==> config.mk <==
export PLATFORM = sky130hd
export DESIGN_NAME = jtopl_acc
export DESIGN_NICKNAME = d
export VERILOG_FILES = /design/src/rtl/jtopl_acc_pkg.sv /design/src/rtl/jtopl_acc_sat.sv /design/src/rtl/jtopl_acc.sv
export SDC_FILE = /design/constraint.sdc
export NUM_CORES = 1
export LEC_CHECK = 0
export BUFFER_PORTS_ARGS = -buffer_cell sky130_fd_sc_hd__buf_4
export CAP_MARGIN = 5
export CORE_ASPECT_RATIO = 1.75
export CORE_MARGIN = 2
export CORE_UTILIZATION = 30
export DETAILED_ROUTE_END_ITERATION = 8
export GPL_ROUTABILITY_DRIVEN = 1
export SYNTH_ARGS = -nofsm -noshare
export SYNTH_HDL_FRONTEND = slang
export SYNTH_SLANG_ARGS = --single-unit
==> constraint.sdc <==
create_clock -name clk -period 6.5 [get_ports clk]
set_input_delay 0.975 -clock clk [delete_from_list [all_inputs] [get_ports clk]]
set_output_delay 0.975 -clock clk [all_outputs]
set_load 0.01 [all_outputs]
==> src/rtl/jtopl_acc_pkg.sv <==
// ---------------------------------------------------------------------------
// jtopl_acc_pkg
// Shared constants for the OPL output accumulator: frame geometry, operator
// result width, default accumulator/sample widths and FSM state encoding.
// ---------------------------------------------------------------------------
package jtopl_acc_pkg;

    // Operator result width (signed, bit-inverted negatives used as-is)
    localparam int OPW      = 13;
    // Default accumulator width: 18 terms of 13 bits cannot overflow it
    localparam int ACCW_DEF = 18;
    // Default output sample width (signed)
    localparam int OUTW_DEF = 16;

    // Number of slots in one frame; the slot counter reaches this value
    // once every term of the frame has been accumulated.
    localparam logic [4:0] SLOTS = 5'd18;

    // FSM state encoding
    localparam logic [0:0] ST_IDLE = 1'b0;
    localparam logic [0:0] ST_RUN  = 1'b1;

endpackage

==> src/rtl/jtopl_acc_sat.sv <==
// ---------------------------------------------------------------------------
// jtopl_acc_sat
// Combinational saturator from the ACCW-bit signed accumulator to an
// OUTW-bit signed sample.
// Ports:
//   i_acc  in  ACCW  signed accumulator value
//   o_snd  out OUTW  saturated sample
//   o_clip out 1     high when i_acc lies outside the OUTW signed range
// ---------------------------------------------------------------------------
module jtopl_acc_sat #(
    parameter int ACCW = 18,
    parameter int OUTW = 16
) (
    input  logic [ACCW-1:0] i_acc,
    output logic [OUTW-1:0] o_snd,
    output logic            o_clip
);

    // The value fits in OUTW bits exactly when every bit from the OUTW sign
    // position upward equals the accumulator sign.
    logic [ACCW-OUTW:0] w_hi;
    logic               w_ovf;

    assign w_hi  = i_acc[ACCW-1:OUTW-1];
    assign w_ovf = !((&w_hi) || (~|w_hi));

    // Select the clamped extreme on overflow, otherwise pass the low bits
    always_comb begin
        o_snd  = i_acc[OUTW-1:0];
        o_clip = 1'b0;
        if (w_ovf) begin
            o_clip = 1'b1;
            if (i_acc[ACCW-1]) begin
                o_snd = {1'b1, {(OUTW-1){1'b0}}};
            end else begin
                o_snd = {1'b0, {(OUTW-1){1'b1}}};
            end
        end else begin
            o_clip = 1'b0;
        end
    end

endmodule

==> src/rtl/jtopl_acc.sv <==
// ---------------------------------------------------------------------------
// jtopl_acc
// Output accumulator for the OPL operator pipeline. Sums every carrier
// contribution over an 18-slot frame and, at each frame boundary, presents
// the saturated sum with a one-clock valid strobe.
// Ports:
//   clk        in   system clock
//   rst        in   asynchronous active-high reset
//   cenop      in   operator clock enable; state advances only when high
//   zero       in   marks the cenop cycle carrying slot 0's result
//   op_result  in   13-bit signed operator output
//   op_out     in   slot is a carrier
//   con_out    in   additive connection for the slot's voice
//   snd        out  signed mixed sample, holds between frames
//   snd_valid  out  one-clock pulse when snd updates
//   clip       out  last reported frame saturated
//   sync_err   out  one-clock pulse on a framing error
// ---------------------------------------------------------------------------
module jtopl_acc
    import jtopl_acc_pkg::*;
#(
    parameter int ACCW = ACCW_DEF,
    parameter int OUTW = OUTW_DEF
) (
    input  logic            clk,
    input  logic            rst,
    input  logic            cenop,
    input  logic            zero,
    input  logic [OPW-1:0]  op_result,
    input  logic            op_out,
    input  logic            con_out,
    output logic [OUTW-1:0] snd,
    output logic            snd_valid,
    output logic            clip,
    output logic            sync_err
);

    logic [0:0]      r_state;
    logic [ACCW-1:0] r_acc;
    logic [4:0]      r_slot;
    logic [OUTW-1:0] r_snd;
    logic            r_snd_valid;
    logic            r_clip;
    logic            r_sync_err;

    logic [0:0]      w_state_nx;
    logic [ACCW-1:0] w_acc_nx;
    logic [4:0]      w_slot_nx;
    logic            w_load;
    logic            w_valid_nx;
    logic            w_err_nx;
    logic [ACCW-1:0] w_term;
    logic [OUTW-1:0] w_sat;
    logic            w_sat_clip;

    // Modulator slots in FM mode contribute nothing to the mix
    assign w_term = (op_out | con_out) ?
                    {{(ACCW-OPW){op_result[OPW-1]}}, op_result} :
                    {ACCW{1'b0}};

    jtopl_acc_sat #(
        .ACCW (ACCW),
        .OUTW (OUTW)
    ) u_sat (
        .i_acc  (r_acc),
        .o_snd  (w_sat),
        .o_clip (w_sat_clip)
    );

    // Frame FSM: next state, accumulator, slot counter and event strobes
    always_comb begin
        w_state_nx = r_state;
        w_acc_nx   = r_acc;
        w_slot_nx  = r_slot;
        w_load     = 1'b0;
        w_valid_nx = 1'b0;
        w_err_nx   = 1'b0;
        if (cenop) begin
            case (r_state)
                ST_IDLE: begin
                    // First zero only synchronises; no complete frame yet
                    if (zero) begin
                        w_state_nx = ST_RUN;
                        w_acc_nx   = w_term;
                        w_slot_nx  = 5'd1;
                    end else begin
                        w_state_nx = ST_IDLE;
                    end
                end
                ST_RUN: begin
                    if (zero) begin
                        // A zero after exactly 18 slots closes the frame;
                        // earlier it discards the partial frame.
                        if (r_slot == SLOTS) begin
                            w_load     = 1'b1;
                            w_valid_nx = 1'b1;
                        end else begin
                            w_err_nx   = 1'b1;
                        end
                        w_acc_nx  = w_term;
                        w_slot_nx = 5'd1;
                    end else if (r_slot == SLOTS) begin
                        // This cenop would be slot 18: zero went missing
                        w_err_nx   = 1'b1;
                        w_acc_nx   = {ACCW{1'b0}};
                        w_slot_nx  = 5'd0;
                        w_state_nx = ST_IDLE;
                    end else begin
                        w_acc_nx  = r_acc + w_term;
                        w_slot_nx = r_slot + 5'd1;
                    end
                end
                default: begin
                    w_state_nx = ST_IDLE;
                    w_acc_nx   = {ACCW{1'b0}};
                    w_slot_nx  = 5'd0;
                end
            endcase
        end else begin
            w_state_nx = r_state;
        end
    end

    // State and output registers
    always_ff @(posedge clk or posedge rst) begin
        if (rst) begin
            r_state     <= ST_IDLE;
            r_acc       <= {ACCW{1'b0}};
            r_slot      <= 5'd0;
            r_snd       <= {OUTW{1'b0}};
            r_clip      <= 1'b0;
            r_snd_valid <= 1'b0;
            r_sync_err  <= 1'b0;
        end else begin
            r_state     <= w_state_nx;
            r_acc       <= w_acc_nx;
            r_slot      <= w_slot_nx;
            r_snd_valid <= w_valid_nx;
            r_sync_err  <= w_err_nx;
            if (w_load) begin
                r_snd  <= w_sat;
                r_clip <= w_sat_clip;
            end else begin
                r_snd  <= r_snd;
                r_clip <= r_clip;
            end
        end
    end

    assign snd       = r_snd;
    assign snd_valid = r_snd_valid;
    assign clip      = r_clip;
    assign sync_err  = r_sync_err;

endmodule

## Word level (Yosys, flattened, before mapping)

Cells that the tools add are included.

- Flip-flop bits (word level): 43
- Latch bits: 0
- Bits in writable memories: 0
- Memory bits (read-only): 0
- Input bits: 19
- Output and inout bits: 19
- Word-level logic and storage cells: 41
- Memories: 0

- $add $sub $neg: 2
- Multiply operators: 0
- Divide/modulo/power cells: 0
- Magnitude comparators: 0
- Eq/ne operators: 2
- Shift operators: 0
- Muxes and demuxes: 23
- Bitwise logic cells: 2
- Reductions and logical operators: 5

Operator list:

| cell | number |
|---|---|
| $mux W18 | 4 |
| $pmux W18 S2 | 1 |
| $mux W16 | 2 |
| $add A18 B18 Y18 | 1 |
| $mux W5 | 3 |
| $mux W1 | 11 |
| $pmux W5 S2 | 1 |
| $add A5 B1 Y5 const B | 1 |
| $eq A5 B5 Y1 const B | 1 |
| $reduce_and A3 Y1 | 1 |
| $reduce_or A3 Y1 | 1 |
| $ne A2 B2 Y1 const B | 1 |
| $pmux W1 S2 | 1 |
| $reduce_and A2 Y1 | 1 |
| $logic_not A1 Y1 | 1 |
| $logic_or A1 B1 Y1 | 1 |
| $not A1 Y1 | 1 |
| $or A1 B1 Y1 | 1 |

## Longest topological paths before layout

Gate-level depths: netlist of the first run.

- Word-level depth: 6
- Depth in mapped cells: 12
- Depth with buffers taken out: 11

## Hierarchy

Synthesis of the first run repeated with hierarchy kept, for this count alone.

- Cells, all modules: 347
- Area, all modules: 3214.3 um^2

By module, submodules not included:

| module | times used | cells an instance | area an instance (um^2) | sequential area each (um^2) |
|---|---|---|---|---|
| jtopl_acc | 1 | 290 | 2773.9 | 1076.0 |
| jtopl_acc_sat | 1 | 57 | 440.4 | 0.0 |

## Worst setup path before layout of the first run

No wires, ideal clock.

- Path type: in2reg
- Start point: input con_out
- End point: register r_acc[12]
- Setup time: 129 ps
- Arrival: 3138 ps
- Required time: 6371 ps
- Setup slack: 3233 ps
- Stages on the path: 12
- Path buffers: 1
- Path through: or2_2 -> clkbuf_1 -> and2_1 -> ha_1 -> inv_1 -> fa_1 -> nor2b_4 -> o31a_1 -> a2bb2oi_2 -> a311oi_2 -> mux2i_1 -> nor3_2

- Longest elaborated chain between the ends: 6
- Elaborated cells on any way between the ends: 7
- Classes of those cells: add/sub (1); mux (5); bitwise (1)

Ends and longest elaborated chain:

| item | line | RTL |
|---|---|---|
| from (decl) | jtopl_acc.sv:31 | `input logic con_out,` |
| $or A1 B1 Y1 (*) | jtopl_acc.sv:57 | `assign w_term = (op_out \| con_out) ?` |
| $mux W18 (*) | jtopl_acc.sv:57 |  |
| $add A18 B18 Y18 | jtopl_acc.sv:109 | `w_acc_nx = r_acc + w_term;` |
| $mux W18 | jtopl_acc.sv:102 | `end else if (r_slot == SLOTS) begin` |
| $mux W18 | jtopl_acc.sv:91 | `if (zero) begin` |
| $pmux W18 S2 (*) | jtopl_acc.sv:79 | `case (r_state)` |
| to (signal assigned) | jtopl_acc.sv:128 | `r_acc <= {ACCW{1'b0}};` |
| to (signal assigned) | jtopl_acc.sv:136 | `r_acc <= w_acc_nx;` |
| to (decl) | jtopl_acc.sv:39 | `logic [ACCW-1:0] r_acc;` |

Every way passes the cells marked *; elsewhere a longest branch is shown, timed or not. The select of a mux whose other input is x is not followed.
A chain may end at the register's enable or synchronous reset.

## Worst setup path in the final report of the first run

- Start point: input con_out
- End point: register r_acc[13]

The elaborated chain is that of the path after synthesis.

==> results of run 1 <==
state kept, by name (all words and copies together), names as in the netlist:
signal     cells
r_state        1
snd_valid      1
sync_err       1
r_acc         18
r_slot         5
snd           16
clip           1
cell families after synthesis:
family	Yosys count	synth area share, %
muxes	5	1.66
AOI/OAI and AO/OA	128	25.6
adders and majority gates	22	8.93
and+or+nand+nor	160	22.6
xor gates and xnor gates	11	3.04
buffers and inverters	35	4.23
DFF	43	34.0
power by group through the flow:
| stage | combinational, mW | clock [mW] | sequential, mW |
|---|---|---|---|
| after global routing | 0.504 | 0.312 | 0.394 |
| after global placement | 0.428 | 0 | 0.384 |
| after floorplan | 0.385 | 0 | 0.339 |
| final | 0.440 | 0.291 | 0.383 |
| after CTS | 0.440 | 0.299 | 0.384 |
| after detailed placement | 0.436 | 0 | 0.388 |
placed cells by master, fill, tap and decap left out, drive strengths merged, types with 2 or more instances in the layout:
cell type / netlist / routed
a211o: 2 / 2
a21o: 7 / 7
a21oi: 18 / 18
a221oi: 7 / 7
a22oi: 5 / 5
a31oi: 5 / 5
and2: 11 / 11
and3: 4 / 4
buf: 3 / 40
clkbuf: 20 / 5
clkinv: 0 / 3
dfrtp: 43 / 43
ha: 21 / 21
inv: 12 / 11
mux2: 2 / 2
mux2i: 3 / 3
nand2: 65 / 65
nand2b: 4 / 4
nand3: 7 / 7
nor2: 50 / 50
nor2b: 3 / 3
nor3: 7 / 7
nor3b: 2 / 2
nor4b: 2 / 2
o211ai: 3 / 3
o21a: 7 / 7
o21ai: 59 / 59
o22ai: 2 / 2
o31ai: 3 / 3
or2: 2 / 2
xnor2: 7 / 7
xor2: 4 / 4
routing by layer:
layer / up-vias / share of wire [%] / global-route usage [%]
li1: 1469 / - / -
met1: 1303 / 41 / 18.6
met2: 69 / 52 / 25.2
met3: 10 / 4.4 / 1.68
met4: 0 / 2.3 / 6.84
met5: - / 0 / 0
worst reg2reg max path: cells and delay by family, from the launching register on:
kind	cells	cell delay (ns)
flops	1	0.95
compound gates	3	0.61
fa+ha+maj	1	0.43
mux	1	0.20
buf+inv	1	0.07
simple gates	1	0.04
metrics by stage:
stage	instances	power, mW
after floorplan	404	0.724
after global placement	548	0.812
after detailed placement	548	0.825
after CTS	556	1.12
after global routing	556	1.21
final	556	1.11
area by class of cell:
type                    count  share of cell area (%)
inverters                  12                    1.21
repair buffers             40                    8.10
clock buffers               5                    3.37
multi-input cells         326                    52.8
clock inverters             3                    1.18
well taps                 127                    4.29
flip-flops and latches     43                    29.0
final timing paths:
path | cells past startpoint | start | end | slack [ns]
max in group asynchronous | 3 | rst | snd[14]$_DFFE_PP0P_ | 5.28
max | 10 | con_out | r_acc[13]$_DFFE_PP0P_ | 3.24
min | 2 | snd[9]$_DFFE_PP0P_ | snd[9]$_DFFE_PP0P_ | 0.48
min reg2reg | 2 | snd[9]$_DFFE_PP0P_ | snd[9]$_DFFE_PP0P_ | 0.48
max reg2reg | 7 | r_acc[16]$_DFFE_PP0P_ | r_acc[17]$_DFFE_PP0P_ | 4.07
min in group asynchronous | 3 | rst | snd[2]$_DFFE_PP0P_ | 0.83
==> metrics.cfg, run 1 <==
[outcome]
status = finished, final reports clean

[placement]
place_congestion = 0.945
dp_slack_ns = 2.99
port_buffers = 37
place_hpwl_um = 5950
placed_area_mm2 = 0.00354

[route]
drt-pass1-iter-count = 4
drc_errors = 0
routed_wl_um = 7850
vias_per_cell = 5.13
drtIter0Drc = 104
wire_per_inst_um = 14.1
dr_total_vias = 2851
antenna_left = 0

[critical_path]
crit_chain = buf_4 -> or2_2 -> and2_1 -> ha_1 -> a211o_1 -> a221oi_2 -> nor2_1 -> a221oi_1 -> xor2_1 -> a21oi_1
arrival_ns = 3.41
slowest_stage = a221oi_1
crit_path_end_kind = register
critical_path.startpoint_type = input pin
path_delay_family = compound AO/OA/AOI/OAI gates
cp.required_ns = 6.65
max_stage_delay_ns = 0.40
crit_fanout = 12
crit_type = input pin to register
path_buf_inv = 1

[power]
p_leak_nw = 1.74
p_int_mw = 0.684
power_frac_comb_pct = 39.4
ir_drop_v = 0.000134
p_per_area_mw_per_mm2 = 301
power_switching_mw = 0.430
seqPwrFrac_pct = 34.4
p_clk_share_pct = 26.2
p_sw_share_pct = 38.6

[timing]
worst_pin_slew_ns = 1.02
layout_worst_path_cycle_share_pct = 50.1
min_period_ns = 3.26
max_freq_ghz = 0.307
finalClockSkew_ns = 0.00793
rsz0062_at_grt = no
hold_viol_final = 0
timing.final.max_slew_violations = 0
fin_tns_setup_ns = 0
finalSetupViolCount = 0
relSlewSlack_pct = 32.1
timing.hold.ws_ns = 0.478
fin_ws_ns = 3.24

[cts]
cts.clk_slew.worst_paths_ns = 0.06
postCtsHoldBufs = 0
worstSkewPairLatency_ns = 0.29
cts_made_buffers = 5
cts_max_level = 2
clock-sinks = 43
cts_tree = yes
root_buffer = clkbuf_16
cts_buffer_depth = 2
cts_resized = 0
cts_setup_buffers = 0

[global_routing]
antenna_found_initial = 0
grt-ovfl-total = 0
grt_pass1_wl_um = 13400
grt_start_max_net_pins = 44
global_route.usage.total_pct = 14.9
grt_pass1_vias = 2749

[logic_synthesis]
synth_top_area_cell = dfrtp_1
synth.most_common_cell = nand2_1
synth_warnings = 0
ys_seq_area_share_pct = 34.0
syn-cell-area_mm2 = 0.00317
netlist_top_cells_area = dfrtp_1, o21ai_0, ha_1, nand2_1, nor2_1
yosys_register_bits = 43
synth-edff-count = 0
syn_area_per_cell_um2 = 7.84
yosys.area.top_type_share_pct = 34.0
netlist_instances = 404
ys_types = 51
synth_nets = 445
ys_top_cells_by_count = nand2_1, o21ai_0, nor2_1
postSynth.asyncResetShare_pct = 100
synthFlopType = dfrtp_1

[cells_and_area]
regArea_mm2 = 0.00108
layout.nets = 469
drive_above_1_share_pct = 13.5
synthToLayoutAreaGrowth_pct = 17.0
diodes = 0
final_core_util_pct = 36.0
nFillCells = 1098
fin_area_mm2 = 0.00371
multi_input_area_mm2 = 0.00196

[min_path]
hp-class = register to register

[die]
initial_core_util_pct = 30.8
die_w_um = 81.7
rows = 49
dieArea_mm2 = 0.0114
coreArea_mm2 = 0.0103
boundaryPins = 38
die_y_um = 140

[job]
cap_violations = 0

Power figures use the tool's default switching activity.
==> run 2: changes to the inputs <==
- ABC_AREA: not set -> 1
- clock period: 6.5 -> 2.7 ns (I/O delays scaled with it)
==> run 2 against run 1 <==
  * Largest cell class unchanged
  * Critical path depth rose by 3
  * Highest routed layer unchanged
  * Die area shrank 0.75%
  * Global-route usage up 0.76 points
  * Clock-buffer cell count increased by 1
  * Cell area shrank 0.61%
  * Clock power up 120%
  * Worst setup slack worse by 2.8 ns
==> metrics.cfg, run 2 <==
[outcome]
status = finished, final reports clean

[critical_path]
cp.required_ns = 2.88  ; -3.77 ns
crit_type = input pin to register
crit_top_cell = nand2_1
rr_startpoint = r_slot[0]$_DFFE_PP0P_
endpoint = r_acc[7]$_DFFE_PP0P_
crit_path_end_kind = register
crit_cells = 13  ; +3
critical_path.startpoint_type = input pin
arrival_ns = 2.48  ; -0.93 ns
crit_fanout = 8  ; -4
crit_chain = buf_4 -> or2_1 -> buf_4 -> nand2_1 -> inv_1 -> ha_1 -> nand2_1 -> inv_1 -> a21oi_1 -> nand2_1 -> or2_1 -> nand3_1 -> a31oi_1
slowest_stage = or2_1
critPathLaunch = con_out
max_stage_delay_ns = 0.37  ; -0.03 ns
path_buf_inv = 4  ; +3
path_delay_family = simple AND/OR/NAND/NOR gates
r2r-end = snd[1]$_DFFE_PP0P_
reg2reg_slack_ns = 0.68  ; -3.39 ns
ff2ff_path_depth = 9  ; +2

[timing]
finalClockSkew_ns = 0.00694  ; -0.000989 ns
min_period_ns = 2.30
fin_tns_setup_ns = 0  ; unchanged
max_freq_ghz = 0.434
finalSetupViolCount = 0  ; unchanged
worst_pin_slew_ns = 0.572  ; -0.447 ns
hold_viol_final = 0  ; unchanged
timing.final.max_slew_violations = 0  ; unchanged
rsz0062_at_grt = no
relSlewSlack_pct = 61.8  ; +30 points
timing.hold.ws_ns = 0.256  ; -0.222 ns
fin_ws_ns = 0.397  ; -2.84 ns
layout_worst_path_cycle_share_pct = 85.3

[power]
ir_drop_v = 0.000277  ; +110%
p_per_area_mw_per_mm2 = 641  ; +110%
p_leak_nw = 2.01  ; +15%
p_total_mw = 2.36  ; +110%

[cells_and_area]
drive_above_1_share_pct = 21.8  ; +8.3 points
final_core_util_pct = 36.0  ; about the same
final_cell_mix = nand2_1, inv_1, dfrtp_1
final_common_cell = nand2_1
synthToLayoutAreaGrowth_pct = 17.2
fin_area_mm2 = 0.00368  ; -0.61%
nFillCells = 1085  ; -1.2%
layout.nets = 499  ; +6.4%
largest_register_ffs = 18  ; unchanged
finalNonFillerCells = 586  ; +5.4%
largest_register = r_acc
diodes = 0  ; unchanged

[die]
boundaryPins = 38  ; unchanged
die_y_um = 139  ; -0.38%
coreArea_mm2 = 0.0102  ; -0.60%
die_w_um = 81.4  ; -0.37%
dieArea_mm2 = 0.0113  ; -0.75%
initial_core_util_pct = 30.7  ; -0.060 points
rows = 49  ; unchanged

[logic_synthesis]
syn-cell-area_mm2 = 0.00314  ; -0.79%
synthFlopType = dfrtp_1
netlist_top_cells_area = dfrtp_1, nand2_1, ha_1, inv_1, nand3_2
synth_top_area_cell = dfrtp_1
synth_nets = 461  ; +3.6%
ys_seq_area_share_pct = 34.2  ; +0.27 points
ys_top_cells_by_count = nand2_1, inv_1, dfrtp_1
synth-edff-count = 0  ; unchanged
ys_types = 40  ; -22%
synth_warnings = 0  ; unchanged
synth.most_common_cell = nand2_1
yosys_register_bits = 43  ; unchanged
syn_area_per_cell_um2 = 7.48  ; -4.6%
postSynth.asyncResetShare_pct = 100  ; unchanged
netlist_instances = 420  ; +4.0%
yosys.area.top_type_share_pct = 34.2  ; +0.27 points

[route]
drt-pass1-iter-count = 4  ; unchanged
wl_met3_um = 302  ; -13%
met1_length_um = 3010  ; -7.1%
antenna_left = 0  ; unchanged
highest_layer = met4
vias_per_cell = 4.84  ; -5.5%
routed_wl_um = 8310  ; +5.9%
drc_errors = 0  ; unchanged
routed-wl-met2_um = 4540  ; +11%
dr_total_vias = 2839  ; -0.42%
wire_per_inst_um = 14.2  ; +0.44%
drtIter0Drc = 121  ; +16%

[global_routing]
grt-ovfl-total = 0  ; unchanged
global_route.usage.total_pct = 15.7  ; +0.76 points
grt_pass1_wl_um = 13500  ; +0.67%
antenna_found_initial = 0  ; unchanged
grt_start_max_net_pins = 44  ; unchanged
grt_pass1_vias = 2815  ; +2.4%

[placement]
place_hpwl_um = 6570  ; +10%
dp_slack_ns = 0.106  ; -2.89 ns
port_buffers = 37  ; unchanged
dp_cells = 578  ; +5.5%
placed_area_mm2 = 0.00353  ; -0.25%
place_congestion = 0.900  ; -4.7%

[cts]
cts_buffer_depth = 2  ; unchanged
cts_setup_buffers = 0  ; unchanged
cts.clk_slew.worst_paths_ns = 0.07  ; about the same
clock-sinks = 43  ; unchanged
cts_max_level = 2  ; unchanged
worstSkewPairLatency_ns = 0.29  ; about the same
postCtsHoldBufs = 0  ; unchanged
root_buffer = clkbuf_16
cts_resized = 0  ; unchanged
cts_made_buffers = 5  ; unchanged
cts_tree = yes

[job]
cap_violations = 0  ; unchanged

[min_path]
hp-class = input pin to async pin

[run 2: layout make-up]
class | instances | area (µm²) | share of cell area [%]
inverter | 58 | 219 | 5.94
clock buffer | 6 | 139 | 3.77
sequential | 43 | 1080 | 29.2
clock inverter | 2 | 16.3 | 0.441
tap | 127 | 159 | 4.31
timing repair buffer | 40 | 300 | 8.15
multi-input combinational | 310 | 1780 | 48.2
[run 2: where the power goes]
| part | total [mW] | switching (mW) | internal [mW] | leakage (nW) |
|---|---|---|---|---|
| logic | 0.884 | 0.552 | 0.332 | 1.40 |
| clock network | 0.650 | 0.279 | 0.370 | 0.0731 |
| registers | 0.829 | 0.106 | 0.723 | 0.540 |
| total | 2.36 | 0.937 | 1.43 | 2.01 |
[run 2: worst reg2reg max path: stages, from the launching register on]
cell and delay (ns):
dfrtp_1 0.42, inv_1 0.09, ha_1 0.15, nand4_1 0.18, inv_1 0.14, ha_1 0.20
nand2_4 0.16, a21oi_4 0.41, nand2_1 0.13, nand3_2 0.08
[run 2: routing by layer]
layer  GRT usage (%)  up-vias
met5               0        -
met4            9.19        0
met3            2.72       23
met2            28.4       66
met1            16.1     1316
li1                -     1434
[run 2: how the worst min path moves through the flow]
stage,start,to,slack [ns],cells after the start
final,rst,r_acc[8]$_DFFE_PP0P_,0.26,3
after global routing,rst,snd[7]$_DFFE_PP0P_,0.32,3
after CTS,rst,snd[2]$_DFFE_PP0P_,0.29,3
after detailed placement,snd[2]$_DFFE_PP0P_,snd[2]$_DFFE_PP0P_,0.48,2
after global placement,snd[15]$_DFFE_PP0P_,snd[15]$_DFFE_PP0P_,0.49,2
after floorplan,r_acc[10]$_DFFE_PP0P_,snd[10]$_DFFE_PP0P_,0.48,2
[run 2: cell families (layout without fill, tap and decap cells)]
group | Yosys count | after routing | synth area share, %
fa+ha+maj | 22 | 22 | 9.00
xor+xnor | 4 | 4 | 1.11
compound gates | 65 | 65 | 12.4
simple gates | 219 | 219 | 34.0
buf+inv | 67 | 106 | 9.28
flops | 43 | 43 | 34.2
